$ cat config.mk
export PLATFORM = sky130hd
export DESIGN_NAME = ast_threshold_ctrl
export DESIGN_NICKNAME = d
export VERILOG_FILES = /design/src/rtl/ast_threshold_ctrl.sv
export SDC_FILE = /design/constraint.sdc
export NUM_CORES = 1
export LEC_CHECK = 0
export CORE_MARGIN = 2
export CORE_UTILIZATION = 48
export DETAILED_ROUTE_END_ITERATION = 10
export PLACE_DENSITY = 0.88
export SETUP_SLACK_MARGIN = 0.3
export SLEW_MARGIN = 0
export SYNTH_ARGS = -nofsm -noshare
export SYNTH_HDL_FRONTEND = slang
export SYNTH_SLANG_ARGS = --single-unit
$ cat constraint.sdc
create_clock -name c -period 4.6 [get_ports c]
set_input_delay 0.92 -clock c [delete_from_list [all_inputs] [get_ports c]]
set_output_delay 0.92 -clock c [all_outputs]
set_load 0.02 [all_outputs]
$ cat src/rtl/ast_threshold_ctrl.sv
// Per-frame threshold/enable scheduler for the AST corner detector.
// Counts corner strobes over a frame plus a drain window, then steps the threshold toward a target band.
module ast_threshold_ctrl #(
  parameter logic [7:0] T_RESET      = 8'd35,
  parameter int         DRAIN_CYCLES = 64,
  parameter int         CNT_W        = 16
) (
  input  logic             c,
  input  logic             rst_n,
  input  logic             fv,
  input  logic             qv,
  input  logic             en_req,
  input  logic             auto_en,
  input  logic [7:0]       t_init,
  input  logic [7:0]       t_min,
  input  logic [7:0]       t_max,
  input  logic [3:0]       step,
  input  logic [CNT_W-1:0] target_lo,
  input  logic [CNT_W-1:0] target_hi,
  output logic [7:0]       t,
  output logic             en,
  output logic [CNT_W-1:0] frame_corners,
  output logic             frame_done,
  output logic             cnt_sat,
  output logic [1:0]       state_dbg
);

  typedef enum logic [1:0] {
    IDLE   = 2'd0,
    FRAME  = 2'd1,
    DRAIN  = 2'd2,
    UPDATE = 2'd3
  } state_t;

  localparam int               DW         = (DRAIN_CYCLES > 1) ? $clog2(DRAIN_CYCLES) : 1;
  localparam logic [DW-1:0]    DRAIN_LOAD = DW'(DRAIN_CYCLES - 1);
  localparam logic [CNT_W-1:0] CNT_MAX    = '1;

  state_t            state;
  logic              fv_d;
  logic [DW-1:0]     drain_cnt;
  logic [CNT_W-1:0]  count;
  logic              sat;
  logic              rise;
  logic              fall;

  logic [CNT_W-1:0]  cnt_inc;
  logic              sat_inc;
  logic [8:0]        t_up;
  logic signed [9:0] t_dn;
  logic signed [9:0] t_raw;
  logic signed [9:0] t_lo_s;
  logic signed [9:0] t_hi_s;
  logic [7:0]        t_next;

  assign rise      = fv & ~fv_d;
  assign fall      = ~fv & fv_d;
  assign state_dbg = state;

  // Saturating corner counter; the sticky flag marks a strobe lost at full scale.
  always_comb begin
    cnt_inc = count;
    sat_inc = sat;
    if (qv) begin
      if (count == CNT_MAX) sat_inc = 1'b1;
      else                  cnt_inc = count + CNT_W'(1);
    end
  end

  // Step is applied in widened arithmetic so neither end wraps before clamping.
  always_comb begin
    t_up   = {1'b0, t} + {5'b0, step};
    t_dn   = $signed({2'b00, t}) - $signed({6'b0, step});
    t_lo_s = $signed({2'b00, t_min});
    t_hi_s = $signed({2'b00, t_max});
    if (count > target_hi)      t_raw = $signed({1'b0, t_up});
    else if (count < target_lo) t_raw = t_dn;
    else                        t_raw = $signed({2'b00, t});
    if (t_min > t_max)          t_next = t_min;
    else if (t_raw < t_lo_s)    t_next = t_min;
    else if (t_raw > t_hi_s)    t_next = t_max;
    else                        t_next = t_raw[7:0];
  end

  always_ff @(posedge c or negedge rst_n) begin
    if (!rst_n) begin
      state         <= IDLE;
      fv_d          <= 1'b1;
      drain_cnt     <= '0;
      count         <= '0;
      sat           <= 1'b0;
      t             <= T_RESET;
      en            <= 1'b0;
      frame_corners <= '0;
      frame_done    <= 1'b0;
      cnt_sat       <= 1'b0;
    end else begin
      fv_d       <= fv;
      frame_done <= 1'b0;
      case (state)
        IDLE: begin
          if (!auto_en) t <= t_init;
          if (rise) begin
            state <= FRAME;
            count <= '0;
            sat   <= 1'b0;
            en    <= en_req;
          end
        end
        FRAME: begin
          count <= cnt_inc;
          sat   <= sat_inc;
          if (fall) begin
            state     <= DRAIN;
            drain_cnt <= DRAIN_LOAD;
          end
        end
        DRAIN: begin
          count <= cnt_inc;
          sat   <= sat_inc;
          if (rise || drain_cnt == '0) state <= UPDATE;
          else                         drain_cnt <= drain_cnt - DW'(1);
        end
        UPDATE: begin
          frame_corners <= count;
          cnt_sat       <= sat;
          frame_done    <= 1'b1;
          t             <= auto_en ? t_next : t_init;
          // A frame already in progress (early drain exit or a rise here) starts immediately.
          if (fv) begin
            state <= FRAME;
            count <= '0;
            sat   <= 1'b0;
            en    <= en_req;
          end else begin
            state <= IDLE;
          end
        end
        default: state <= IDLE;
      endcase
    end
  end

endmodule
Word level (Yosys, flattened, before mapping)

Index checks and enable logic that the tools add are counted.

Bits in registers: 53
Input bits: 66
Output and inout bits: 29

Bitwise gates (word level): 4
Equal/unequal tests: 13
Reduce and logical (&&, ||, !) cells: 12
Add/sub/neg operators: 4
Multiplexer cells: 30
Order comparisons: 5

Operator list:

| cell                    | count |
|---|---|
| $mux W16                | 4 |
| $pmux W16 S3            | 1 |
| $mux W8                 | 5 |
| $mux W10                | 2 |
| $add A16 B1 Y16 const B | 1 |
| $eq A16 B16 Y1 const B  | 1 |
| $gt A16 B16 Y1          | 1 |
| $lt A16 B16 Y1          | 1 |
| $pmux W8 S2             | 1 |
| $ne A2 B2 Y1 const B    | 7 |
| $mux W6                 | 2 |
| $pmux W6 S2             | 1 |
| $gt A10 B9 Y1           | 1 |
| $lt A10 B9 Y1           | 1 |
| $add A8 B4 Y9           | 1 |
| $reduce_and A3 Y1       | 3 |
| $sub A8 B4 Y9           | 1 |
| $gt A8 B8 Y1            | 1 |
| $mux W1                 | 8 |
| $pmux W2 S4             | 1 |
| $reduce_and A4 Y1       | 2 |
| $logic_not A6 Y1        | 1 |
| $mux W2                 | 3 |
| $sub A6 B1 Y6 const B   | 1 |
| other kinds (12)        | 17 |

Depth between registers and ports, before layout

Gate-level depths: netlist of the first run.

Depth in word-level cells: 9
Mapped depth: 21
Depth with buffers taken out: 19

Worst setup path before layout of the first run

Ideal clock, no wire load.

Path kind: input to register
From: input port target_hi[7]
To: register t[0]
Stages: 20
Arrival time: 4.663 ns
Slack: -0.161 ns
Setup time: 0.098 ns
Required time: 4.502 ns
Cells stage by stage: inv_1 > ha_1 > a21oi_2 > o21ai_1 > a221o_1 > o31a_1 > buf_6 > nor4_4 > a21oi_1 > xnor2_1 > ha_1 > o21a_1 > a211o_1 > a21oi_1 > o22a_1 > buf_6 > nor2_1 > a211oi_1 > or3b_1 > o311ai_1

Word-level cells in the longest chain between the ends: 8

RTL lines:

| item                 | RTL line | RTL |
|---|---|---|
| start, declared      | 19       | `input logic [CNT_W-1:0] target_hi,` |
| $gt A16 B16 Y1 *     | 76       | `if (count > target_hi) t_raw = $signed({1'b0, t_up});` |
| $mux W10 *           | 76       |  |
| $gt A10 B9 Y1        | 81       | `else if (t_raw > t_hi_s) t_next = t_max;` |
| $mux W8              | 81       |  |
| $mux W8 *            | 80       | `else if (t_raw < t_lo_s) t_next = t_min;` |
| $mux W8 *            | 79       | `if (t_min > t_max) t_next = t_min;` |
| $mux W8 *            | 128      | `t <= auto_en ? t_next : t_init;` |
| $pmux W8 S2 *        | 100      | `case (state)` |
| end signal, assigned | 102      | `if (!auto_en) t <= t_init;` |
| end signal, assigned | 128      |  |
| end, declared        | 20       | `output logic [7:0] t,` |

Mark *: on every way between the ends. The rest lies on a longest branch, timed or not.
A chain may end at the register's enable or synchronous reset.

Worst setup path in the final report of the first run

From: input port target_hi[11]
To: register t[6]

The elaborated chain is that of the path after synthesis.

==> results of run 1 <==
[cells by family (layout without fill, tap and decap cells)]
family | count (synthesis) | after routing | synth area share [%]
and+or+nand+nor | 158 | 158 | 17.3
AOI/OAI and AO/OA | 136 | 136 | 20.4
buffers and inverters | 77 | 242 | 6.68
adders and majority gates | 71 | 71 | 19.2
DFF | 53 | 53 | 28.3
muxes | 24 | 24 | 5.64
xor gates and xnor gates | 13 | 13 | 2.42
[worst max-delay path, cell delays in order]
cell	delay [ns]
buf_6	0.10
inv_4	0.05
ha_4	0.19
nand4_1	0.19
nor2_1	0.10
a221o_1	0.36
o31a_1	0.31
buf_12	0.15
buf_12	0.12
nor4_4	0.24
o21a_1	0.22
nor2_2	0.07
ha_1	0.30
a21o_1	0.19
a21oi_2	0.11
o211ai_1	0.21
a21oi_1	0.10
o22a_1	0.21
a2bb2oi_2	0.15
buf_4	0.15
buf_12	0.12
a2111o_1	0.38
a31o_1	0.22
[per-stage QoR]
step	utilization [%]	worst slack [ns]	cells	hold slack [ns]
2_1_floorplan	-	0.00799	532	0.454
3_3_place_gp	65.9	-0.949	801	0.476
3_5_place_dp	65.9	-0.947	801	0.487
4_1_cts	71.5	-0.139	820	0.518
5_1_grt	74.5	-0.476	830	0.540
6_report	74.5	-0.334	830	0.519
[routing by layer]
metal  GRT usage (%)  wire length, um  up-vias
met5               0                0        -
met4            6.38              355        0
met3            2.92              953       32
met2            48.9             7660      206
met1            38.3             6490     2356
li1                -                -     2239
[power groups by stage]
stage,clock [mW],sequential [mW],combinational (mW)
after floorplan,0,0.707,1.27
after global placement,0,0.671,1.99
after detailed placement,0,0.675,2.03
after CTS,0.290,0.673,2.31
after global routing,0.310,0.687,2.78
final,0.290,0.678,2.58
[worst min path at each step]
stage | start | endpoint | slack, ns | cells past startpoint
2_1_floorplan | sat | sat | 0.45 | 1
3_5_place_dp | sat | sat | 0.49 | 1
4_1_cts | sat | sat | 0.52 | 1
3_3_place_gp | sat | sat | 0.48 | 1
5_1_grt | frame_corners[11] | frame_corners[11] | 0.54 | 1
6_report | frame_corners[10] | frame_corners[10] | 0.52 | 1
[layout by cell type (no fill, tap or decap), types with 6 or more instances in the layout]
cell,count
o211ai_1,9
mux2_2,20
nand4_1,8
ha_4,25
xor2_1,6
nand2_1,34
nor2_1,39
a21o_1,8
buf_2,8
buf_4,69
ha_1,39
nand3_1,17
dlygate4sd2_1,9
buf_6,8
dlymetal6s2s_1,8
a22oi_1,6
inv_1,39
o21ai_0,14
a21oi_1,23
dfrtp_1,49
inv_2,15
clkdlybuf4s50_1,60
a21oi_2,10
[final cells by class]
class | count | area, um^2
Inverter | 63 | 272
Clock buffer | 5 | 68.8
Multi-Input combinational cell | 402 | 3740
Tap cell | 133 | 166
Fill cell | 660 | 2460
Sequential cell | 53 | 1330
Timing Repair Buffer | 171 | 1570
Clock inverter | 3 | 33.8
[what timing repair did]
action,in CTS,in global routing
pin swaps,50,25
setup endpoints to repair,8,8
hold endpoints to repair,0,0
buffers inserted,10,10
gates resized for setup,135,53
gates cloned,1,0
[registers in the layout (all words and copies together), names as in the netlist, 2 cells and up]
signal	flops
frame_corners	16
count	16
drain_cnt	6
state_dbg	2
t	8
==> out/results.tsv, run 1 <==
stage	metric	value	unit
outcome	status	complete, but fails checks	
outcome	violated checks	setup timing	
sta	Slew Viols, Final	0	
power_and_ir_drop	register share of total power	19.1	%
place	placed cell area	0.00635	mm^2
drt	vias per cell	5.82	
power_and_ir_drop	Psw	1.59	mW
synthesis	number of synthesized flops with an enable pin	0	
layout	area grow syn2layout	52.8	%
clock_tree	Num CTS Buffers	5	
synthesis	Yosys warning total	0	
critical_path	CP endpoint	t[6]	
power_and_ir_drop	Pleak	3.30	nW
clock_tree	CTS tree	yes	
power_and_ir_drop	Internal	1.96	mW
global_route	Total GRT Usage	28.3	%
power_and_ir_drop	Logic pwr share	72.7	%
critical_path	CP max FO	7	
synthesis	Synth Instances	532	
synthesis	Post-Syn Area	0.00470	mm^2
sta	Rel. slew slack	19.9	%
critical_path	Critical Path Start	target_hi[11]	
clock_tree	clock-pin slew on the worst setup and hold paths	0.11	ns
floorplanning	core area	0.00964	mm^2
synthesis	share of the synthesized area in the top cell type	26.1	%
synthesis	synth top area cells	dfrtp_1 26%, ha_1 18%, inv_1 5.0%, mux2_2 4.8%, a21oi_1 3.6%	
synthesis	syn nets	669	
place	post-DP HPWL	11.3	mm
critical_path	Worst R2R Setup Slack	-0.18	ns
synthesis	leading area contributor after synthesis	dfrtp_1	
clock_tree	Worst-Skew Late Latency	0.32	ns
synthesis	Post-synth top flop	dfrtp_1	
critical_path	Crit path required time	4.81	ns
layout	Antenna Cells	0	
clock_tree	quantity of hold-fixing buffers added after cts	0	
synthesis	Synth top cells by count	69 x ha_1, 63 x inv_1, 49 x dfrtp_1	
critical_path	critical path class	in -> reg	
global_route	Congestion Overflow GR	0	
synthesis	Avg Cell Area, Syn	8.83	um^2
place	Routability Congestion	0.989	
power_and_ir_drop	sw frac	44.8	%
sta	period utilization	107	%
drt	DRT iter0 DRCs	277	
clock_tree	htree depth	2	
floorplanning	chip height	103	um
synthesis	Seq/Total Area, Yosys	28.3	%
clock_tree	TritonCTS Sinks	53	
synthesis	Yosys reg bits	53	
sta	Slew @ Worst Pin	1.19	ns
global_route	pin count of the biggest net entering global routing	54	
power_and_ir_drop	Clk network pwr share	8.2	%
critical_path	WP data arrival	5.14	ns
layout	Final nets	833	
power_and_ir_drop	Max rail drop VDD	0.420	mV
floorplanning	full die area	0.0106	mm^2
power_and_ir_drop	total power	3.55	mW
sta	RSZ-0062 raised after global routing	true	
floorplanning	Die X	103	um
drt	DR vias	4833	
drt	final antenna-violating net count	0	
floorplanning	Ports	95	
global_route	number of global-route vias before repair	4720	
critical_path	Critical Path Start Type	input pin	
drt	TritonRoute pass-1 iters	5	
sta	Fin. Hold Viols	0	
layout	post-route cell area	0.00718	mm^2
clock_tree	CTS root buffer	clkbuf_8	
sta	setup slack after layout	-0.334	ns
drt	DRC viols	0	
synthesis	top-count cell post-synth	ha_1	
critical_path	Reg-to-Reg Start	count[11]	
place	number of port buffers	94	
power_and_ir_drop	Power Dens Cells	495	mW/mm^2
drt	WL per Instance	18.6	um
critical_path	Reg2Reg Depth	21	
global_route	antenna violations before repair	0	
sta	skew final	0.00941	ns
critical_path	R2R Path End	t[6]	
worst_hold_path	class of the worst hold path	reg -> reg	
synthesis	Post-synth ARST share	100	%
sta	setup_tns	-2.11	ns
sta	final setup fails	8	
synthesis	Yosys cell types	67	
job	MaxCap Viol Count	0	
drt	drt total wl	15.5	mm
floorplanning	# rows	36	
clock_tree	Max clock buf depth	2	
layout	layout cells sized above 1	35.2	%
sta	Final min period	4.93	ns
sta	Max Fclk	203	MHz
global_route	first-pass GRT wire length	23.4	mm
floorplanning	Initial Utilization	48.8	%
critical_path	endpoint class of the critical path	flop	
Note: power is estimated with default switching activity, not from simulation.
==> inputs of run 2 (changes only) <==
--- a/config.mk
+++ b/config.mk
@@ -8,6 +8,7 @@
 export CORE_MARGIN = 2
 export CORE_UTILIZATION = 48
 export DETAILED_ROUTE_END_ITERATION = 10
+export HOLD_SLACK_MARGIN = 0.08
 export PLACE_DENSITY = 0.88
 export SETUP_SLACK_MARGIN = 0.3
 export SLEW_MARGIN = 0
==> results of run 2 <==
Same layout as run 1: the final DEF is identical, and so are final timing and power.
==> inputs of run 3 (changes only) <==
--- a/config.mk
+++ b/config.mk
@@ -6,10 +6,10 @@
 export NUM_CORES = 1
 export LEC_CHECK = 0
 export CORE_MARGIN = 2
-export CORE_UTILIZATION = 48
+export CORE_UTILIZATION = 55
 export DETAILED_ROUTE_END_ITERATION = 10
 export HOLD_SLACK_MARGIN = 0.08
-export PLACE_DENSITY = 0.88
+export PLACE_DENSITY = 0.95
 export SETUP_SLACK_MARGIN = 0.3
 export SLEW_MARGIN = 0
 export SYNTH_ARGS = -nofsm -noshare
==> constraint.sdc (replaced) <==
create_clock -name c -period 6.2 [get_ports c]
set_input_delay 1.24 -clock c [delete_from_list [all_inputs] [get_ports c]]
set_output_delay 1.24 -clock c [all_outputs]
set_load 0.02 [all_outputs]
==> run 3 against run 2 <==
Compared with the run above: the run now ends clean; clock skew is 0.0016 ns higher; first-iteration DRC count up 10%; cell count shrank 12%; sequential cell count unchanged; wire length shrank 16%; total power is 41% lower; combinational power fell by 47%; largest cell class unchanged.
==> out/results.tsv, run 3 (same netlist as run 1, synthesis figures left out) <==
stage	metric	value	unit	change
sta	final setup fails	0		-8
critical_path	Critical Path Start	target_hi[14]		
layout	Antenna Cells	0		unchanged
drt	TritonRoute pass-1 iters	7		+2
floorplanning	full die area	0.00930	mm^2	-12%
job	MaxCap Viol Count	0		unchanged
floorplanning	Ports	95		unchanged
drt	met2 wire len	6.46	mm	-16%
sta	Slew Viols, Final	0		unchanged
worst_hold_path	class of the worst hold path	reg -> reg		
drt	Metal-1 WL	5.30	mm	-18%
critical_path	Slowest-stage cell, CP	or4_1		
power_and_ir_drop	total power	2.08	mW	-41%
clock_tree	TritonCTS Sinks	53		unchanged
critical_path	Crit path required time	6.42	ns	+1.61 ns
sta	period utilization	91.7	%	
sta	Max Fclk	176	MHz	
drt	Top Metal Used	met4		
critical_path	endpoint class of the critical path	flop		
clock_tree	quantity of hold-fixing buffers added after cts	0		unchanged
clock_tree	Max clock buf depth	2		unchanged
layout	area grow syn2layout	24.8	%	
layout	layout cells sized above 1	9.41	%	-26 points
critical_path	Reg2Reg Depth	19		-9.5%
place	number of port buffers	94		unchanged
layout	most frequent cells in the layout	93 x clkdlybuf4s50_1, 69 x ha_1, 63 x inv_1, 49 x dfrtp_1, 42 x nor2_1		
drt	final antenna-violating net count	0		unchanged
critical_path	Crit path top cell by count	nor2_1		
critical_path	WP data arrival	5.90	ns	+0.76 ns
global_route	Congestion Overflow GR	0		unchanged
power_and_ir_drop	Power Dens Cells	355	mW/mm^2	-28%
drt	DRT iter0 DRCs	306		+10%
global_route	number of global-route vias before repair	4421		-6.3%
clock_tree	htree depth	2		unchanged
layout	Regs by FF count	count x16, frame_corners x16, t x8		
sta	Final min period	5.69	ns	
sta	RSZ-0062 raised after global routing	false		
place	Routability Congestion	0.957		-3.3%
critical_path	Reg-to-Reg Start	count[14]		
floorplanning	Die X	96.4	um	-6.3%
sta	WHS	0.519	ns	+0.000657 ns
place	post-DP HPWL	10.1	mm	-11%
critical_path	CP endpoint	t[0]		
layout	Final nets	763		-8.4%
global_route	pin count of the biggest net entering global routing	54		unchanged
floorplanning	core area	0.00826	mm^2	-14%
critical_path	R2R Path End	t[0]		
critical_path	CP max FO	14		+7
sta	Slew @ Worst Pin	1.26	ns	+0.0699 ns
drt	Met3 Routed Length	953	um	unchanged
sta	Fin. Hold Viols	0		unchanged
outcome	status	finished, final reports clean		
critical_path	critical path, cell by cell	clkdlybuf4s50_1, inv_1, ha_1, nand4_1, nor2_1, a221o_1, o31a_2, or4_1, o311ai_1, nor2_1, ha_1, a21o_1, a21o_1, a211oi_1, o21ai_0, a21oi_1, o22a_1, a2bb2oi_2, buf_4, nor2_1, o311ai_1		
drt	drt total wl	13.0	mm	-16%
floorplanning	Initial Utilization	56.9	%	+8.2 points
clock_tree	Num CTS Buffers	5		unchanged
clock_tree	clock-pin slew on the worst setup and hold paths	0.12	ns	about the same
drt	DRC viols	0		unchanged
critical_path	critical path class	in -> reg		
sta	Rel. slew slack	15.2	%	-4.7 points
drt	WL per Instance	17.8	um	-4.3%
global_route	first-pass GRT wire length	20.5	mm	-12%
drt	vias per cell	6.11		+4.9%
global_route	Total GRT Usage	28.2	%	-0.087 points
critical_path	Worst R2R Setup Slack	1.34	ns	+1.52 ns
critical_path	CP max stage delay	0.50	ns	+0.12 ns
global_route	antenna violations before repair	0		unchanged
clock_tree	CTS tree	yes		
clock_tree	CTS root buffer	clkbuf_8		
critical_path	Critical Path Start Type	input pin		
layout	commonest non-fill, non-tap cell in the layout	clkdlybuf4s50_1		
drt	DR vias	4470		-7.5%
sta	setup_tns	0	ns	+2.11 ns
power_and_ir_drop	Pleak	2.78	nW	-16%
floorplanning	# rows	33		-8.3%
clock_tree	Worst-Skew Late Latency	0.32	ns	about the same
sta	skew final	0.0110	ns	+0.00159 ns
floorplanning	chip height	96.4	um	-6.3%
power_and_ir_drop	Max rail drop VDD	0.303	mV	-28%
## run 3: changes by cell type in the layout (fill, tap and decap cells not counted), moves of 7 or more
cell             change
a21oi_2              -8
buf_2                -7
dlygate4sd2_1        -9
inv_1               +24
inv_2               -15
a211oi_1             +8
clkdlybuf4s50_1     +33
a21oi_1             +10
ha_1                +30
buf_4               -62
ha_4                -25
dlymetal6s2s_1       -8
buf_6                -8
## run 3: power by group
group          total, mW  internal, mW  switching (mW)
Sequential         0.500         0.412          0.0882
Clock              0.219        0.0847           0.135
Combinational       1.36         0.600           0.764
Total               2.08          1.10           0.987
## run 3: worst min-delay path by stage
stage,startpoint,endpoint,cells past startpoint
after global placement,en,en,1
after floorplan,sat,sat,1
after global routing,sat,sat,1
after CTS,sat,sat,1
final,frame_corners[14],frame_corners[14],1
after detailed placement,sat,sat,1
## run 3: repair_timing
| action | in CTS | in global routing |
|---|---|---|
| gates resized for setup | 0 | 5 |
| setup buffers | 0 | 0 |
| hold endpoints to repair | 0 | 0 |
| setup endpoints to repair | 0 | 8 |
## run 3: final cells by class
cell class                      count  area, um^2
Multi-Input combinational cell    402        3070
Fill cell                         630        2390
Sequential cell                    53        1330
Timing Repair Buffer              101         988
Inverter                           63         236
Tap cell                          105         131
Clock buffer                        5        68.8
Clock inverter                      3        33.8
## run 3: routing by layer
layer  vias up  track usage [%]
met2       198             50.6
met3        39             4.73
met4         0             8.80
met5         -                0
li1       2112                -
met1      2121             34.4
## run 3: worst max-delay path, delay by kind of cell
kind | cells | cell delay [ns]
fa+ha+maj | 2 | 0.53
compound gates | 11 | 2.46
buf+inv | 3 | 0.72
simple gates | 5 | 0.95
## run 3: per-stage QoR
| step | cell area (um^2) | instances | util (%) | setup WS (ns) |
|---|---|---|---|---|
| 6_report | 5860 | 732 | 71.0 | 0.514 |
| 5_1_grt | 5860 | 732 | 71.0 | 0.317 |
| 4_1_cts | 5840 | 732 | 70.8 | 0.376 |
| 3_5_place_dp | 5740 | 724 | 69.5 | 0.0573 |
| 3_3_place_gp | 5740 | 724 | 69.5 | 0.263 |
| 2_1_floorplan | 4700 | 532 | - | 1.12 |
